[config.mk]
export PLATFORM = sky130hd
export DESIGN_NAME = qk_inst_sequencer
export DESIGN_NICKNAME = d
export VERILOG_FILES = /design/src/rtl/qk_inst_sequencer.sv
export SDC_FILE = /design/constraint.sdc
export NUM_CORES = 1
export LEC_CHECK = 0
export ABC_CLOCK_PERIOD_IN_PS = 5300
export BUFFER_PORTS_ARGS = -buffer_cell sky130_fd_sc_hd__buf_4
export CORE_ASPECT_RATIO = 1.75
export CORE_UTILIZATION = 50
export CTS_BUF_LIST = sky130_fd_sc_hd__clkbuf_4 sky130_fd_sc_hd__clkbuf_8
export CTS_CLUSTER_SIZE = 10
export DETAILED_ROUTE_END_ITERATION = 16
export PLACE_DENSITY_LB_ADDON = 0.05
export RECOVER_POWER = 25
export SYNTH_ARGS = -nofsm -noshare
export SYNTH_HDL_FRONTEND = slang
export SYNTH_SLANG_ARGS = --single-unit
[constraint.sdc]
create_clock -name clk -period 5.3 [get_ports clk]
set_input_delay 1.06 -clock clk [delete_from_list [all_inputs] [get_ports clk]]
set_output_delay 1.06 -clock clk [all_outputs]
set_load 0.1 [all_outputs]
[src/rtl/qk_inst_sequencer.sv]
// Instruction sequencer for one K*Q + normalization pass on fullchip.
// Streams Q/K beats into qmem/kmem, then replays a fixed load/exec/drain/sfp program.
module qk_inst_sequencer #(
    parameter int unsigned bw          = 8,
    parameter int unsigned pr          = 8,
    parameter int unsigned core        = 2,
    parameter int unsigned col         = 8,
    parameter int unsigned total_cycle = 8,
    parameter int unsigned gap         = 10
) (
    input  logic                    clk,
    input  logic                    reset,
    input  logic                    start,
    input  logic [pr*bw*core-1:0]   in_data,
    input  logic                    in_valid,
    output logic                    in_ready,
    output logic [pr*bw*core-1:0]   mem_in,
    output logic [19:0]             inst,
    output logic                    busy,
    output logic                    done
);

    typedef enum logic [3:0] {
        StIdle, StQwr, StKwr, StLoad, StWait1, StExec,
        StWait2, StDrain, StAcc, StDiv, StWb, StDone
    } state_e;

    localparam logic [4:0] TcLast   = 5'(total_cycle - 1);
    localparam logic [4:0] ColLast  = 5'(col - 1);
    localparam logic [4:0] LoadLast = 5'(col + 1);
    localparam logic [4:0] GapLast  = 5'(gap - 1);
    localparam logic [4:0] WbLast   = 5'(2 * total_cycle - 1);
    localparam logic [4:0] ColCnt   = 5'(col);

    state_e      state_q, state_d, nxt;
    logic [4:0]  cnt_q, cnt_d, limit;
    logic        adv, hs;
    logic [19:0] inst_d;

    assign in_ready = !reset && (state_q == StQwr || state_q == StKwr);
    assign hs       = in_valid && in_ready;

    // Every state advances cnt each cycle until its limit; stream states only on a handshake.
    always_comb begin
        adv   = 1'b1;
        limit = 5'd0;
        nxt   = state_q;
        unique case (state_q)
            StIdle:  begin adv = start; nxt = StQwr; end
            StQwr:   begin adv = hs; limit = TcLast;  nxt = StKwr;   end
            StKwr:   begin adv = hs; limit = ColLast; nxt = StLoad;  end
            StLoad:  begin limit = LoadLast; nxt = StWait1; end
            StWait1: begin limit = GapLast;  nxt = StExec;  end
            StExec:  begin limit = TcLast;   nxt = StWait2; end
            StWait2: begin limit = GapLast;  nxt = StDrain; end
            StDrain: begin limit = TcLast;   nxt = StAcc;   end
            StAcc:   begin limit = TcLast;   nxt = StDiv;   end
            StDiv:   begin nxt = StWb; end
            StWb:    begin limit = WbLast;   nxt = StDone;  end
            StDone:  begin nxt = StIdle; end
            default: begin nxt = StIdle; end
        endcase

        state_d = state_q;
        cnt_d   = cnt_q;
        if (adv) begin
            if (cnt_q == limit) begin
                state_d = nxt;
                cnt_d   = 5'd0;
            end else begin
                cnt_d = cnt_q + 5'd1;
            end
        end
    end

    // inst is decoded from the upcoming state/cnt so it lines up with the state it encodes.
    always_comb begin
        inst_d = 20'h0;
        unique case (state_d)
            StLoad: begin
                inst_d[6] = 1'b1;
                if (cnt_d != 5'd0 && cnt_d <= ColCnt) begin
                    inst_d[3]     = 1'b1;
                    inst_d[15:12] = cnt_d[3:0] - 4'd1;
                end
            end
            StExec: begin
                inst_d[7]     = 1'b1;
                inst_d[5]     = 1'b1;
                inst_d[15:12] = cnt_d[3:0];
            end
            StDrain: begin
                inst_d[16]   = 1'b1;
                inst_d[0]    = 1'b1;
                inst_d[11:8] = cnt_d[3:0];
            end
            StAcc: begin
                inst_d[17]   = 1'b1;
                inst_d[1]    = 1'b1;
                inst_d[11:8] = cnt_d[3:0];
            end
            StDiv: inst_d[18] = 1'b1;
            StWb: begin
                inst_d[11:8] = cnt_d[4:1];
                if (!cnt_d[0]) begin
                    inst_d[1]  = 1'b1;
                    inst_d[18] = 1'b1;
                end else begin
                    inst_d[0]  = 1'b1;
                    inst_d[19] = 1'b1;
                end
            end
            default: inst_d = 20'h0;
        endcase

        if (hs) begin
            if (state_q == StQwr) inst_d[4] = 1'b1;
            else                  inst_d[2] = 1'b1;
            inst_d[15:12] = cnt_q[3:0];
        end
    end

    always_ff @(posedge clk) begin
        if (reset) begin
            state_q <= StIdle;
            cnt_q   <= 5'd0;
            inst    <= 20'h0;
            mem_in  <= '0;
            busy    <= 1'b0;
            done    <= 1'b0;
        end else begin
            state_q <= state_d;
            cnt_q   <= cnt_d;
            inst    <= inst_d;
            busy    <= (state_d != StIdle);
            done    <= (state_d == StDone);
            if (hs) mem_in <= in_data;
        end
    end

endmodule

Word level (Yosys, flattened, before mapping):

Cells that the tools add are included.

* add/subtract/negate cells: 2
* bitwise logic cells: 3
* multiplexer cells: 23
* equal/unequal tests: 18
* reductions and logical operators: 15
* order comparisons: 1

Operators by type and width (count)
* one-hot mux 4 bit (11 select lines): 1
* == test 4 bit (second input constant): 7
* == test 4 x 3 -> 1 bit (second input constant): 6
* two-way mux 4 bit: 4
* one-hot mux 4 bit (2 select lines): 2
* == test 4 x 2 -> 1 bit (second input constant): 3
* one-hot mux 4 bit (3 select lines): 1
* two-way mux 5 bit: 2
* OR reduction 2 bit: 5
* two-way mux 1 bit: 9
* one-hot mux 1 bit (2 select lines): 4
* adder 5 x 1 -> 5 bit (second input constant): 1
* == test 5 bit: 1
* less-or-equal comparator 5 x 4 -> 1 bit (second input constant): 1
* nonzero test 5 bit: 1
* OR reduction 5 bit: 1
* == test 4 x 1 -> 1 bit (second input constant): 1
* logical NOT 4 bit: 1
* nonzero test 4 bit: 1
* subtractor 4 x 1 -> 4 bit (second input constant): 1
* logical AND 1 bit: 3
* inverter 1 bit: 3
* OR reduction 3 bit: 1
* logical NOT 1 bit: 1
* logical OR 1 bit: 1

* word-level logic and storage cells: 71
* input port bits: 132
* output and inout port bits: 151
* register bits: 159

Longest topological paths before layout:

* depth after elaboration: 11
* depth in mapped cells: 18
* depth with buffers taken out: 15

Least setup slack after synthesis:

No wires, ideal clock.

* path kind: input-to-reg
* start: in reset
* end: reg mem_in[0]
* required time: 5238 ps
* path slack: 734 ps
* stages: 8
* buffers on the path: 4
* library setup time: 62 ps
* data arrival time: 4504 ps
* cell sequence: clkbuf_1 nor3_1 and2_1 clkbuf_1 clkbuf_1 clkbuf_1 nand2_1 nand2_1

* word-level cells in the longest chain between the ends: 3

RTL lines
* start, declared: RTL line 12 `input logic reset,`
* logical NOT 1 bit: RTL line 40 `assign in_ready = !reset && (state_q == StQwr || state_q == StKwr);`
* logical AND 1 bit: RTL line 40
* via in_ready: RTL line 16 `output logic in_ready,`
* logical AND 1 bit: RTL line 41 `assign hs = in_valid && in_ready;`
* end signal, assigned: RTL line 137 `if (hs) mem_in <= in_data;`
* end, declared: RTL line 17 `output logic [pr*bw*core-1:0] mem_in,`

The timed path passes the listed nets, and every way through them passes these cells.
A chain may end at the register's enable or synchronous reset.

Final worst setup path:

* start: reg state_q[3]
* end: reg inst[12]

* word-level cells in the longest chain between the ends: 11
* elaborated cells between the ends (all ways): 34
* those cells by class: add/sub: 1; order compare: 1; eq/ne: 13; mux: 10; reduce/logical: 9

RTL lines
* start, declared: RTL line 35 `state_e state_q, state_d, nxt;`
* start signal, assigned: RTL line 125 `state_q <= StIdle;`
* start signal, assigned: RTL line 132 `state_q <= state_d;`
* == test 4 x 1 -> 1 bit, or another cell as far along: RTL line 40, 48
* OR reduction 5 bit (no line), or another cell as far along
* one-hot mux 4 bit (3 select lines) / logical AND 1 bit (equally long branches): RTL line 48, 40
* == test 5 bit / logical AND 1 bit (equally long branches): RTL line 67, 41
* two-way mux 5 bit / one-hot mux 1 bit (2 select lines) (equally long branches): RTL line 67, 48
* two-way mux 5 bit: RTL line 66 `if (adv) begin`
* less-or-equal comparator 5 x 4 -> 1 bit / nonzero test 5 bit (equally long branches): RTL line 82 `if (cnt_d != 5'd0 && cnt_d <= ColCnt) begin`
* logical AND 1 bit: RTL line 82
* two-way mux 4 bit: RTL line 82
* one-hot mux 4 bit (2 select lines): RTL line 79 `unique case (state_d)`
* two-way mux 4 bit (*): RTL line 116 `if (hs) begin`
* end signal, assigned: RTL line 134 `inst <= inst_d;`
* end, declared: RTL line 18 `output logic [19:0] inst,`

Every way passes the cells marked *; elsewhere a longest branch is shown, timed or not.

==> flow_summary.ini <==
[route]
wirelength_mm = 19.0
vias_per_cell = 5.18
drc = 0
vias = 6214
drtIter0Drc = 384
drtPass1Iterations = 5
final_antenna_net_count = 0
wl_per_cell_um = 15.8

[worst_setup_path]
rr_worst_depth = 16
cp.required_ps = 5660
critPathKind = reg2reg
startpoint_type = register
reg2reg_setup_slack_ps = 880
r2r-end = inst[12]$_SDFF_PP0_
critPathCaptureType = register
worstReg2RegStart = state_q[3]$_SDFF_PP0_
critPathMaxFanout = 20
cp.arrival_ps = 4780

[clock_tree]
ctsHtreeMaxLevel = 4
cts_setup_buffers = 0
clock_sinks = 158
cts_buffers = 17
clk_latency_ps = 440
clk_pin_slew_ps = 80
cts-root-buf = clkbuf_8
cts_tree = built
hold_buffers = 0
post_cts_resized = 0
cts_buffer_depth = 2

[global_routing]
grt_max_degree = 78
grt_use_total_pct = 28.3
antenna_found_initial = 0
grt.overflow.total = 0
grt_pass1_wl_mm = 29.2
grt_pass1_vias = 5940

[logic_synthesis]
synth_seq_cells = 158
yosysWarnings = 0
synth_edf_count = 0
seq_area_frac_synth_pct = 49.2
syn_nets = 908
syn_area_per_cell_um2 = 8.30
async_flop_share_pct = 0
syn_area_mm2 = 0.00642
synth_cell_types = 53
syn_inst = 774
synth_top_flop_cell = dfxtp_1

[place]
gp_congestion = 0.897
port-buffer-count = 282
post-dp-hpwl_mm = 13.1
place_ws_ps = 1050

[sta]
finalCritPeriodShare_pct = 83.4
rsz0062_at_grt = no
worst_pin_slew_ps = 1250
fmax_mhz = 226
skew_ps = 12.1
setup_slack_ps = 880
maxSlewHeadroom_pct = 17.2
finalCriticalPeriod_ps = 4420
fin_setup_tns_ps = 0
drv_slew = 0
setup_viol_count_final = 0
final-hold-violation-count = 0

[power_and_ir_drop]
max-vdd-ir-drop_v = 0.000327
p_leak_nw = 4.09
power.density_mw_per_mm2 = 509

[final_layout]
area_delta_synth_final_pct = 34.9
antenna_cells = 0
final_common_cell = nand2_1
nets = 1152
layout_common_cells = 269 x nand2_1, 210 x buf_4, 158 x dfxtp_1, 132 x nand3b_1, 77 x clkbuf_1
layout-drive-gt1-share_pct = 25.2

[flow_run]
drv_cap = 0

[outcome]
status = complete, no violations

[min_path]
min_to = mem_in[19]$_SDFFE_PP0P_
holdPathStages = 2
min_from = mem_in[19]$_SDFFE_PP0P_
holdCritPathClass = reg2reg

[die]
io_pins = 283
die_y_um = 152
initial_core_util_pct = 51.4
rows = 54
coreArea_mm2 = 0.0125
die_area_mm2 = 0.0133
fp.dieW_um = 87.7
==> worst max-delay path by stage <==
stage                                startpoint                     end  slack (ps)  depth (start not counted)
after floorplan                           reset  mem_in[0]$_SDFFE_PP0P_         730                          8
after global routing      state_q[3]$_SDFF_PP0_     inst[14]$_SDFF_PP0_         560                         16
after global placement    state_q[3]$_SDFF_PP0_     inst[14]$_SDFF_PP0_        1090                         16
after CTS                 state_q[3]$_SDFF_PP0_     inst[12]$_SDFF_PP0_         970                         16
after detailed placement  state_q[3]$_SDFF_PP0_     inst[14]$_SDFF_PP0_        1050                         16
final                     state_q[3]$_SDFF_PP0_     inst[12]$_SDFF_PP0_         880                         16
==> Yosys cell counts, types with 3 or more instances <==
master | instances | area (um2)
dfxtp_1 | 158 | 3160
a31oi_1 | 5 | 31.3
nand2_1 | 269 | 1010
nor2_1 | 22 | 82.6
o21ai_0 | 8 | 40.0
or3_1 | 5 | 31.3
inv_1 | 6 | 22.5
nor4_1 | 3 | 18.8
nand3b_1 | 132 | 991
o22ai_1 | 7 | 43.8
a221o_1 | 3 | 30.0
buf_2 | 5 | 25.0
a21oi_1 | 17 | 85.1
and2_1 | 4 | 25.0
xnor2_1 | 8 | 70.1
nand3_1 | 4 | 20.0
nor3_1 | 15 | 75.1
clkbuf_1 | 47 | 176
or2_2 | 4 | 25.0
buf_1 | 6 | 22.5
nand2b_1 | 5 | 31.3
buf_4 | 3 | 22.5
==> stage by stage <==
step / utilization [%] / cells / area, um2 / power [mW] / hold WS [ps]
after floorplan: - / 774 / 6420 / 3.11 / 571
after global placement: 68.3 / 1167 / 8540 / 3.55 / 460
after detailed placement: 68.3 / 1167 / 8540 / 3.55 / 463
after CTS: 71.6 / 1199 / 8950 / 4.48 / 479
after global routing: 69.3 / 1199 / 8670 / 4.58 / 489
final: 69.3 / 1199 / 8670 / 4.41 / 476
==> metal layers <==
metal / part of all wire, % / GRT usage (%) / vias to the layer above
met3: 8.7 / 10.5 / 57
li1: - / - / 3048
met4: 4.6 / 15.6 / 0
met1: 37 / 30.8 / 2810
met2: 50 / 46.5 / 299
met5: 0 / 0 / -
==> worst max-delay path, cell delays in order (launching register included) <==
cell,delay (ps)
dfxtp_1,770
nand2b_1,310
o32ai_1,110
or4_4,550
nor4_4,250
buf_4,230
nor3_1,60
a21oi_1,420
ha_1,340
nand2_1,90
mux2i_1,140
a32oi_1,110
a21oi_1,160
o311ai_1,120
o22ai_1,300
nand3b_1,160
a31oi_1,200
==> area by class of cell <==
cell class	count	area, um2
Clock buffer	22	284
Clock inverter	10	129
Fill cell	1125	3830
Inverter	6	22.5
Multi-Input combinational cell	547	2970
Sequential cell	158	3160
Tap cell	168	210
Timing Repair Buffer	288	1890
==> where the power goes <==
group          internal (mW)  switching (mW)
clock                  0.468           0.458
sequential              1.34           0.113
combinational          0.449            1.58
total                   2.26            2.15
==> state kept, by name, summed over array words and instances (netlist names) <==
name and cells:
busy 1, state_q 4, mem_in 128, inst 19, done 1, cnt_q 5
==> cell families (layout without fill, tap and decap cells) <==
group,count (synthesis),in the layout,synth area share (%)
and+or+nand+nor,480,480,38.6
DFF,158,158,49.2
buffers and inverters,69,326,4.54
AOI/OAI and AO/OA,54,54,5.73
xor gates and xnor gates,9,9,1.23
adders and majority gates,2,2,0.389
muxes,2,2,0.312
(Power assumes the default switching activity.)
